`config.mk`:
```
export PLATFORM = sky130hd
export DESIGN_NAME = clk_divider_multi_flat
export DESIGN_NICKNAME = d
export VERILOG_FILES = /design/src/rtl/clk_divider_multi_pkg.sv /design/src/rtl/clk_divider_multi_if.sv /design/src/rtl/clk_divider_multi_channel.sv /design/src/rtl/clk_divider_multi.sv /design/src/flat_wrapper.sv
export SDC_FILE = /design/constraint.sdc
export NUM_CORES = 1
export LEC_CHECK = 0
export ABC_AREA = 1
export CAP_MARGIN = 20
export CORE_MARGIN = 1
export CORE_UTILIZATION = 50
export DETAILED_ROUTE_END_ITERATION = 10
export GPL_TIMING_DRIVEN = 0
export PLACE_DENSITY = 0.68
export SLEW_MARGIN = 20
export SYNTH_ARGS = -nofsm -noshare
export SYNTH_HDL_FRONTEND = slang
export SYNTH_SLANG_ARGS = --single-unit
export TNS_END_PERCENT = 10
```
`constraint.sdc`:
```
create_clock -name clk_in -period 5.55 [get_ports clk_in]
set_clock_uncertainty 0.15 [all_clocks]
set_input_delay 1.665 -clock clk_in [delete_from_list [all_inputs] [get_ports clk_in]]
set_output_delay 1.665 -clock clk_in [all_outputs]
set_load 0.01 [all_outputs]
```
`src/rtl/clk_divider_multi_pkg.sv`:
```
// Shared state encoding, limits and high-phase helper for clk_divider_multi.
// Build option: CLK_DIVIDER_MULTI_DUAL_EDGE_EN shortens odd-ratio posedge high phase for exact 50% duty.
package clk_div_pkg;

  typedef enum logic [1:0] {
    STOPPED  = 2'd0,
    RUNNING  = 2'd1,
    STOPPING = 2'd2
  } ch_state_t;

  localparam int MIN_FACTOR = 2;

  // Posedge-path high-phase length H for ratio af; factors up to 32 bits wide.
  function automatic logic [31:0] high_count(input logic [31:0] af);
`ifdef CLK_DIVIDER_MULTI_DUAL_EDGE_EN
    return af >> 1;
`else
    return (af >> 1) + {31'd0, af[0]};
`endif
  endfunction

endpackage

```
`src/rtl/clk_divider_multi_if.sv`:
```
// Channel bundle for clk_divider_multi: per-channel factors, load/enable requests and divided outputs.
interface clk_divider_multi_if #(
  parameter int NUM_CH = 4,
  parameter int WIDTH  = 16
);

  logic [NUM_CH*WIDTH-1:0] factor;
  logic [NUM_CH-1:0]       load;
  logic [NUM_CH-1:0]       enable;
  logic [NUM_CH-1:0]       clk_out;
  logic [NUM_CH-1:0]       tick;
  logic [NUM_CH-1:0]       active;

  modport master (
    output factor, load, enable,
    input  clk_out, tick, active
  );

  modport slave (
    input  factor, load, enable,
    output clk_out, tick, active
  );

endinterface

```
`src/rtl/clk_divider_multi_channel.sv`:
```
// One divider channel: counter, shadow factor with period-boundary reload, run/stop FSM.
// Build option: CLK_DIVIDER_MULTI_DUAL_EDGE_EN adds a negedge stage for exact 50% duty on odd ratios.
module clk_div_channel
  import clk_div_pkg::*;
#(
  parameter int WIDTH = 16
) (
  input  logic             clk_in,
  input  logic             reset_n,
  input  logic [WIDTH-1:0] factor,
  input  logic             load,
  input  logic             enable,
  output logic             clk_out,
  output logic             tick,
  output logic             active
);

  ch_state_t        state_q, state_d;
  logic [WIDTH-1:0] cnt_q, cnt_d;
  logic [WIDTH-1:0] af_q, af_d;
  logic [WIDTH-1:0] shadow_q, shadow_d;
  logic             pending_q, pending_d;
  logic             pos_q, pos_d;
  logic             tick_q, tick_d;
  logic             wrap;
  logic [WIDTH-1:0] af_next_period;
  logic [WIDTH-1:0] af_start;
  logic [31:0]      h_full;

  always_ff @(posedge clk_in or negedge reset_n) begin
    if (!reset_n) begin
      state_q   <= STOPPED;
      cnt_q     <= '0;
      af_q      <= '0;
      shadow_q  <= '0;
      pending_q <= 1'b0;
      pos_q     <= 1'b0;
      tick_q    <= 1'b0;
    end else begin
      state_q   <= state_d;
      cnt_q     <= cnt_d;
      af_q      <= af_d;
      shadow_q  <= shadow_d;
      pending_q <= pending_d;
      pos_q     <= pos_d;
      tick_q    <= tick_d;
    end
  end

  // A wrap takes the shadow (pre-load value) first; a load in the same cycle then refills it.
  always_comb begin
    state_d        = state_q;
    cnt_d          = cnt_q;
    af_d           = af_q;
    shadow_d       = shadow_q;
    pending_d      = pending_q;
    wrap           = (cnt_q == af_q - WIDTH'(1));
    af_next_period = pending_q ? shadow_q : af_q;
    af_start       = load ? factor : af_q;
    unique case (state_q)
      STOPPED: begin
        if (load) begin
          af_d      = factor;
          pending_d = 1'b0;
        end
        if (enable && (af_start >= WIDTH'(MIN_FACTOR))) begin
          state_d = RUNNING;
          cnt_d   = '0;
        end
      end
      RUNNING, STOPPING: begin
        if (wrap) begin
          af_d      = af_next_period;
          pending_d = 1'b0;
          cnt_d     = '0;
          state_d   = (enable && (af_next_period >= WIDTH'(MIN_FACTOR))) ? RUNNING : STOPPED;
        end else begin
          cnt_d   = cnt_q + WIDTH'(1);
          state_d = enable ? RUNNING : STOPPING;
        end
        if (load) begin
          shadow_d  = factor;
          pending_d = 1'b1;
        end
      end
      default: begin
        state_d = STOPPED;
      end
    endcase
  end

  always_comb begin
    h_full = high_count(32'(af_d));
    pos_d  = (state_d != STOPPED) && (32'(cnt_d) < h_full);
    tick_d = (state_d != STOPPED) && (cnt_d == '0);
  end

  assign tick   = tick_q;
  assign active = (state_q != STOPPED);

`ifdef CLK_DIVIDER_MULTI_DUAL_EDGE_EN
  logic neg_q;

  // Half-cycle extension of the high phase, only effective for odd ratios.
  always_ff @(negedge clk_in or negedge reset_n) begin
    if (!reset_n) begin
      neg_q <= 1'b0;
    end else begin
      neg_q <= pos_q;
    end
  end

  assign clk_out = pos_q | (neg_q & af_q[0]);
`else
  assign clk_out = pos_q;
`endif

endmodule

```
`src/rtl/clk_divider_multi.sv`:
```
// N-channel runtime-programmable integer clock divider; one clk_div_channel per channel.
// Build option: CLK_DIVIDER_MULTI_DUAL_EDGE_EN (exact 50% duty for odd ratios).
module clk_divider_multi
  import clk_div_pkg::*;
#(
  parameter int NUM_CH = 4,
  parameter int WIDTH  = 16
) (
  input  logic                 clk_in,
  input  logic                 reset_n,
  clk_divider_multi_if.slave   bus
);

  logic [NUM_CH-1:0] clk_out_w;
  logic [NUM_CH-1:0] tick_w;
  logic [NUM_CH-1:0] active_w;

  for (genvar c = 0; c < NUM_CH; c++) begin : g_ch
    clk_div_channel #(
      .WIDTH (WIDTH)
    ) u_ch (
      .clk_in  (clk_in),
      .reset_n (reset_n),
      .factor  (bus.factor[c*WIDTH +: WIDTH]),
      .load    (bus.load[c]),
      .enable  (bus.enable[c]),
      .clk_out (clk_out_w[c]),
      .tick    (tick_w[c]),
      .active  (active_w[c])
    );
  end

  assign bus.clk_out = clk_out_w;
  assign bus.tick    = tick_w;
  assign bus.active  = active_w;

endmodule

```
`src/flat_wrapper.sv`:
```
// flat-port wrapper written by rule: the top's interface ports become plain ports
module clk_divider_multi_flat import clk_div_pkg::*;
#(
  parameter int NUM_CH = 4,
  parameter int WIDTH  = 16
)
  (clk_in, reset_n, bus_factor, bus_load, bus_enable, bus_clk_out, bus_tick, bus_active);
  clk_divider_multi_if #(.NUM_CH(NUM_CH), .WIDTH(WIDTH)) bus_i ();
  input  logic clk_in;
  input  logic reset_n;
  input wire logic [$bits(bus_i.factor)-1:0] bus_factor;
  input wire logic [$bits(bus_i.load)-1:0] bus_load;
  input wire logic [$bits(bus_i.enable)-1:0] bus_enable;
  output wire logic [$bits(bus_i.clk_out)-1:0] bus_clk_out;
  output wire logic [$bits(bus_i.tick)-1:0] bus_tick;
  output wire logic [$bits(bus_i.active)-1:0] bus_active;
  assign bus_i.factor = bus_factor;
  assign bus_i.load = bus_load;
  assign bus_i.enable = bus_enable;
  assign bus_clk_out = bus_i.clk_out;
  assign bus_tick = bus_i.tick;
  assign bus_active = bus_i.active;
  clk_divider_multi #(.NUM_CH(NUM_CH), .WIDTH(WIDTH)) u_core (.clk_in(clk_in), .reset_n(reset_n), .bus(bus_i));
endmodule
```
==> impl_metrics.env <==
export IMPL_gr_total_overflow=0
export IMPL_fin_nets=3285
export IMPL_max_cap_violations=0
export IMPL_max_freq_mhz=195
export IMPL_area_growth_syn_to_layout_pct=13.0
export IMPL_slowest_delay_ns=0.38
export IMPL_wl_per_cell_um=17.0
export IMPL_ant_nets=0
export IMPL_first_global_vias=19500
export IMPL_r2r_end="u_core.g_ch[2].u_ch.clk_out"
export IMPL_drive_above_1_share=0.0884
export IMPL_slew_headroom=0.344
export IMPL_crit_type="reg -> reg"
export IMPL_diodes=0
export IMPL_clk_pin_slew_worst_paths_ns=0.06
export IMPL_min_path_type="reg -> reg"
export IMPL_clk_path_buf_depth=3
export IMPL_hold_start="u_core.g_ch[0].u_ch.shadow_q[3]"
export IMPL_clkLatencyLatePin_ns=0.56
export IMPL_routed_wl_met3_mm=4.70
export IMPL_wl_mm=62.0
export IMPL_netlist_area_mm2=0.0193
export IMPL_holdPathStages=2
export IMPL_die_h_um=199
export IMPL_synthArstFlopShare=1.00
export IMPL_grt_pass1_wl_mm=99.6
export IMPL_rr_worst_depth=32
export IMPL_p_leak_nw=10.9
export IMPL_cpMostUsedCell="nand2_1"
export IMPL_cpMaxStageDelayCell="dfrtp_1"
export IMPL_htree_num_levels=1
export IMPL_drv_slew=0
export IMPL_placedCellCount=3604
export IMPL_rows=71
export IMPL_status="finished clean"
export IMPL_grt_max_degree=95
export IMPL_dp_hpwl_mm=48.4
export IMPL_period_needed_ns=5.14
export IMPL_min_to="u_core.g_ch[0].u_ch.shadow_q[3]"
export IMPL_synth_seq_cells=212
export IMPL_period_share=0.926
export IMPL_antenna_found_initial=0
export IMPL_die_area_mm2=0.0394
export IMPL_routed_top_layer="met4"
export IMPL_vias=20600
export IMPL_irDropWorstVdd_v=0.000402
export IMPL_dr_pass1_iters=6
export IMPL_fp_dieW_um=199
export IMPL_reg2reg_slack_ns=0.41
export IMPL_cp_start_kind="register"
export IMPL_synth_ff_type="dfrtp_1"
export IMPL_crit_fanout=10
export IMPL_worst_pin_slew_ns=0.977
export IMPL_fin_cells=3655
export IMPL_cts_made_buffers=27
export IMPL_core_area_mm2=0.0378
export IMPL_r2r_start="u_core.g_ch[2].u_ch.af_q[1]"
export IMPL_setup_violations_final=0
export IMPL_synth_edf_count=0
export IMPL_p_total_mw=14.6
export IMPL_synth_nets=3168
export IMPL_m1WireLength_mm=26.9
export IMPL_drt_iter0_markers=1588
export IMPL_drc=0
export IMPL_end_kind="register"
export IMPL_met2_length_mm=28.0
export IMPL_critPathArrivalTime_ns=5.47
export IMPL_cts_sinks=212
export IMPL_power_density_mw_per_mm2=669
export IMPL_cts_hold_buf=0
export IMPL_start_util=0.510
export IMPL_synth_warnings=0
export IMPL_avgSynthCellArea_um2=6.42
export IMPL_ys_types=54
export IMPL_place_gp_congestion=0.945
export IMPL_critPathRequiredTime_ns=5.88
export IMPL_cts_tree="yes"
export IMPL_finalHoldViolCount=0
export IMPL_yosysSeqAreaShare=0.275
export IMPL_routed_via_density=5.63
export IMPL_synthCells=3010
export IMPL_track_usage=0.316
export IMPL_pin_count=86
export IMPL_root_buffer="clkbuf_16"
export IMPL_portBuffers=81
sequential cells by signal, summed over array words and instances, names as in the netlist:
register and cells:
u_core.g_ch.u_ch.clk_out 4, u_core.g_ch.u_ch.af_q 64, u_core.g_ch.u_ch.shadow_q 64, u_core.g_ch.u_ch.pending_q 4, u_core.g_ch.u_ch.tick 4, u_core.g_ch.u_ch.cnt_q 64, u_core.g_ch.u_ch.state_q 8
what timing repair did:
| item | 4_1_cts | 5_1_grt |
|---|---|---|
| buffers inserted | 0 | 5 |
| setup endpoints to repair | 0 | 3 |
| resized for setup | 0 | 21 |
layer usage:
metal	GRT usage	vias to the layer above
met5	0	-
met4	0.121	0
met3	0.0409	169
met2	0.515	804
met1	0.426	9595
li1	-	10000
area by class of cell:
class / count / area (µm²)
buffer: 125 / 587
clock buffer: 40 / 764
clock inverter: 6 / 108
fill: 3777 / 16000
inverter: 372 / 1400
multi-input combinational: 2301 / 12100
sequential: 212 / 5310
tap: 511 / 639
timing repair buffer: 88 / 908
synthesized netlist by cell type, types with 4 or more instances:
cell type / instances / area [µm²]
nor2_2: 37 / 231
nand3_1: 256 / 1280
mux2_2: 51 / 574
or2_2: 10 / 62.6
o21ai_2: 6 / 52.6
o22ai_1: 5 / 31.3
ha_1: 84 / 1050
nand4_1: 64 / 400
a211oi_1: 8 / 60.1
inv_1: 345 / 1290
dfrtp_1: 212 / 5310
o21a_1: 6 / 45.0
buf_4: 14 / 105
a31oi_1: 35 / 219
o211ai_1: 7 / 52.6
nor2_1: 320 / 1200
a21oi_2: 4 / 35.0
nor3_1: 26 / 130
clkbuf_1: 79 / 297
xor2_1: 70 / 613
buf_6: 5 / 56.3
nand3b_1: 19 / 143
buf_1: 5 / 18.8
o21ai_0: 213 / 1070
nor4_1: 7 / 43.8
nand2_1: 832 / 3120
nand3_2: 10 / 100
inv_2: 24 / 90.1
o21ai_1: 28 / 140
nand2_2: 14 / 87.6
xnor2_1: 19 / 166
a22oi_1: 8 / 60.1
buf_2: 21 / 105
a21oi_1: 114 / 571
o311ai_0: 4 / 35.0
nor2_4: 12 / 135
cell usage in the layout, fill, tap and decap left out, types with 35 or more instances in the layout:
cell type / Yosys / routed
a21oi_1: 114 / 114
a31oi_1: 35 / 35
clkbuf_1: 79 / 88
clkdlybuf4s50_1: 0 / 80
dfrtp_1: 212 / 212
ha_1: 84 / 80
inv_1: 345 / 344
mux2_2: 51 / 51
nand2_1: 832 / 832
nand3_1: 256 / 254
nand4_1: 64 / 64
nor2_1: 320 / 318
o21ai_0: 213 / 212
xor2_1: 70 / 70
cells by family after synthesis:
logic type / after synthesis / synth area share
xor gates and xnor gates: 89 / 0.0403
AOI/OAI and AO/OA: 453 / 0.129
and+or+nand+nor: 1624 / 0.369
DFF: 212 / 0.275
adders and majority gates: 84 / 0.0544
buffers and inverters: 497 / 0.103
muxes: 51 / 0.0297
how the worst max path moves through the flow:
stage	start	end	slack, ns	cells after the start
final	u_core.g_ch[2].u_ch.af_q[1]	u_core.g_ch[2].u_ch.clk_out	0.41	32
after global routing	u_core.g_ch[2].u_ch.af_q[1]	u_core.g_ch[2].u_ch.clk_out	-0.04	32
after CTS	u_core.g_ch[1].u_ch.af_q[1]	u_core.g_ch[1].u_ch.clk_out	0.25	27
after detailed placement	bus_load[3]	u_core.g_ch[3].u_ch.clk_out	0.03	18
after global placement	reset_n	u_core.g_ch[2].u_ch.shadow_q[15]	-6.79	1
after floorplan	bus_load[0]	u_core.g_ch[0].u_ch.clk_out	1.03	21
worst max-delay path: cells and delay by family (launching register included):
kind / cells / cell delay (ns)
AO/OA/AOI/OAI: 6 / 1.00
adder cells (fa/ha/maj): 4 / 0.97
buffers and inverters: 4 / 0.60
flip-flops: 1 / 0.38
AND/OR/NAND/NOR: 18 / 1.93
metrics by stage:
stage / worst slack (ns) / hold WS, ns / util / TNS [ns] / area, µm²
floorplan: 1.03 / 0.296 / - / 0 / 19300
global placement: -6.79 / 0.314 / 0.549 / -1435.09 / 20800
detailed placement: 0.0329 / 0.321 / 0.550 / 0 / 20800
CTS: 0.247 / 0.340 / 0.573 / 0 / 21700
global route: -0.0355 / 0.359 / 0.577 / -0.0355 / 21800
finish: 0.409 / 0.334 / 0.577 / 0 / 21800
where the power goes:
group	switching [mW]	internal [mW]	leakage, nW
clock	0.715	1.08	0.422
combinational	6.51	3.27	7.88
sequential	0.765	2.26	2.64
total	7.99	6.60	10.9
Note: power is estimated with default switching activity, not from simulation.
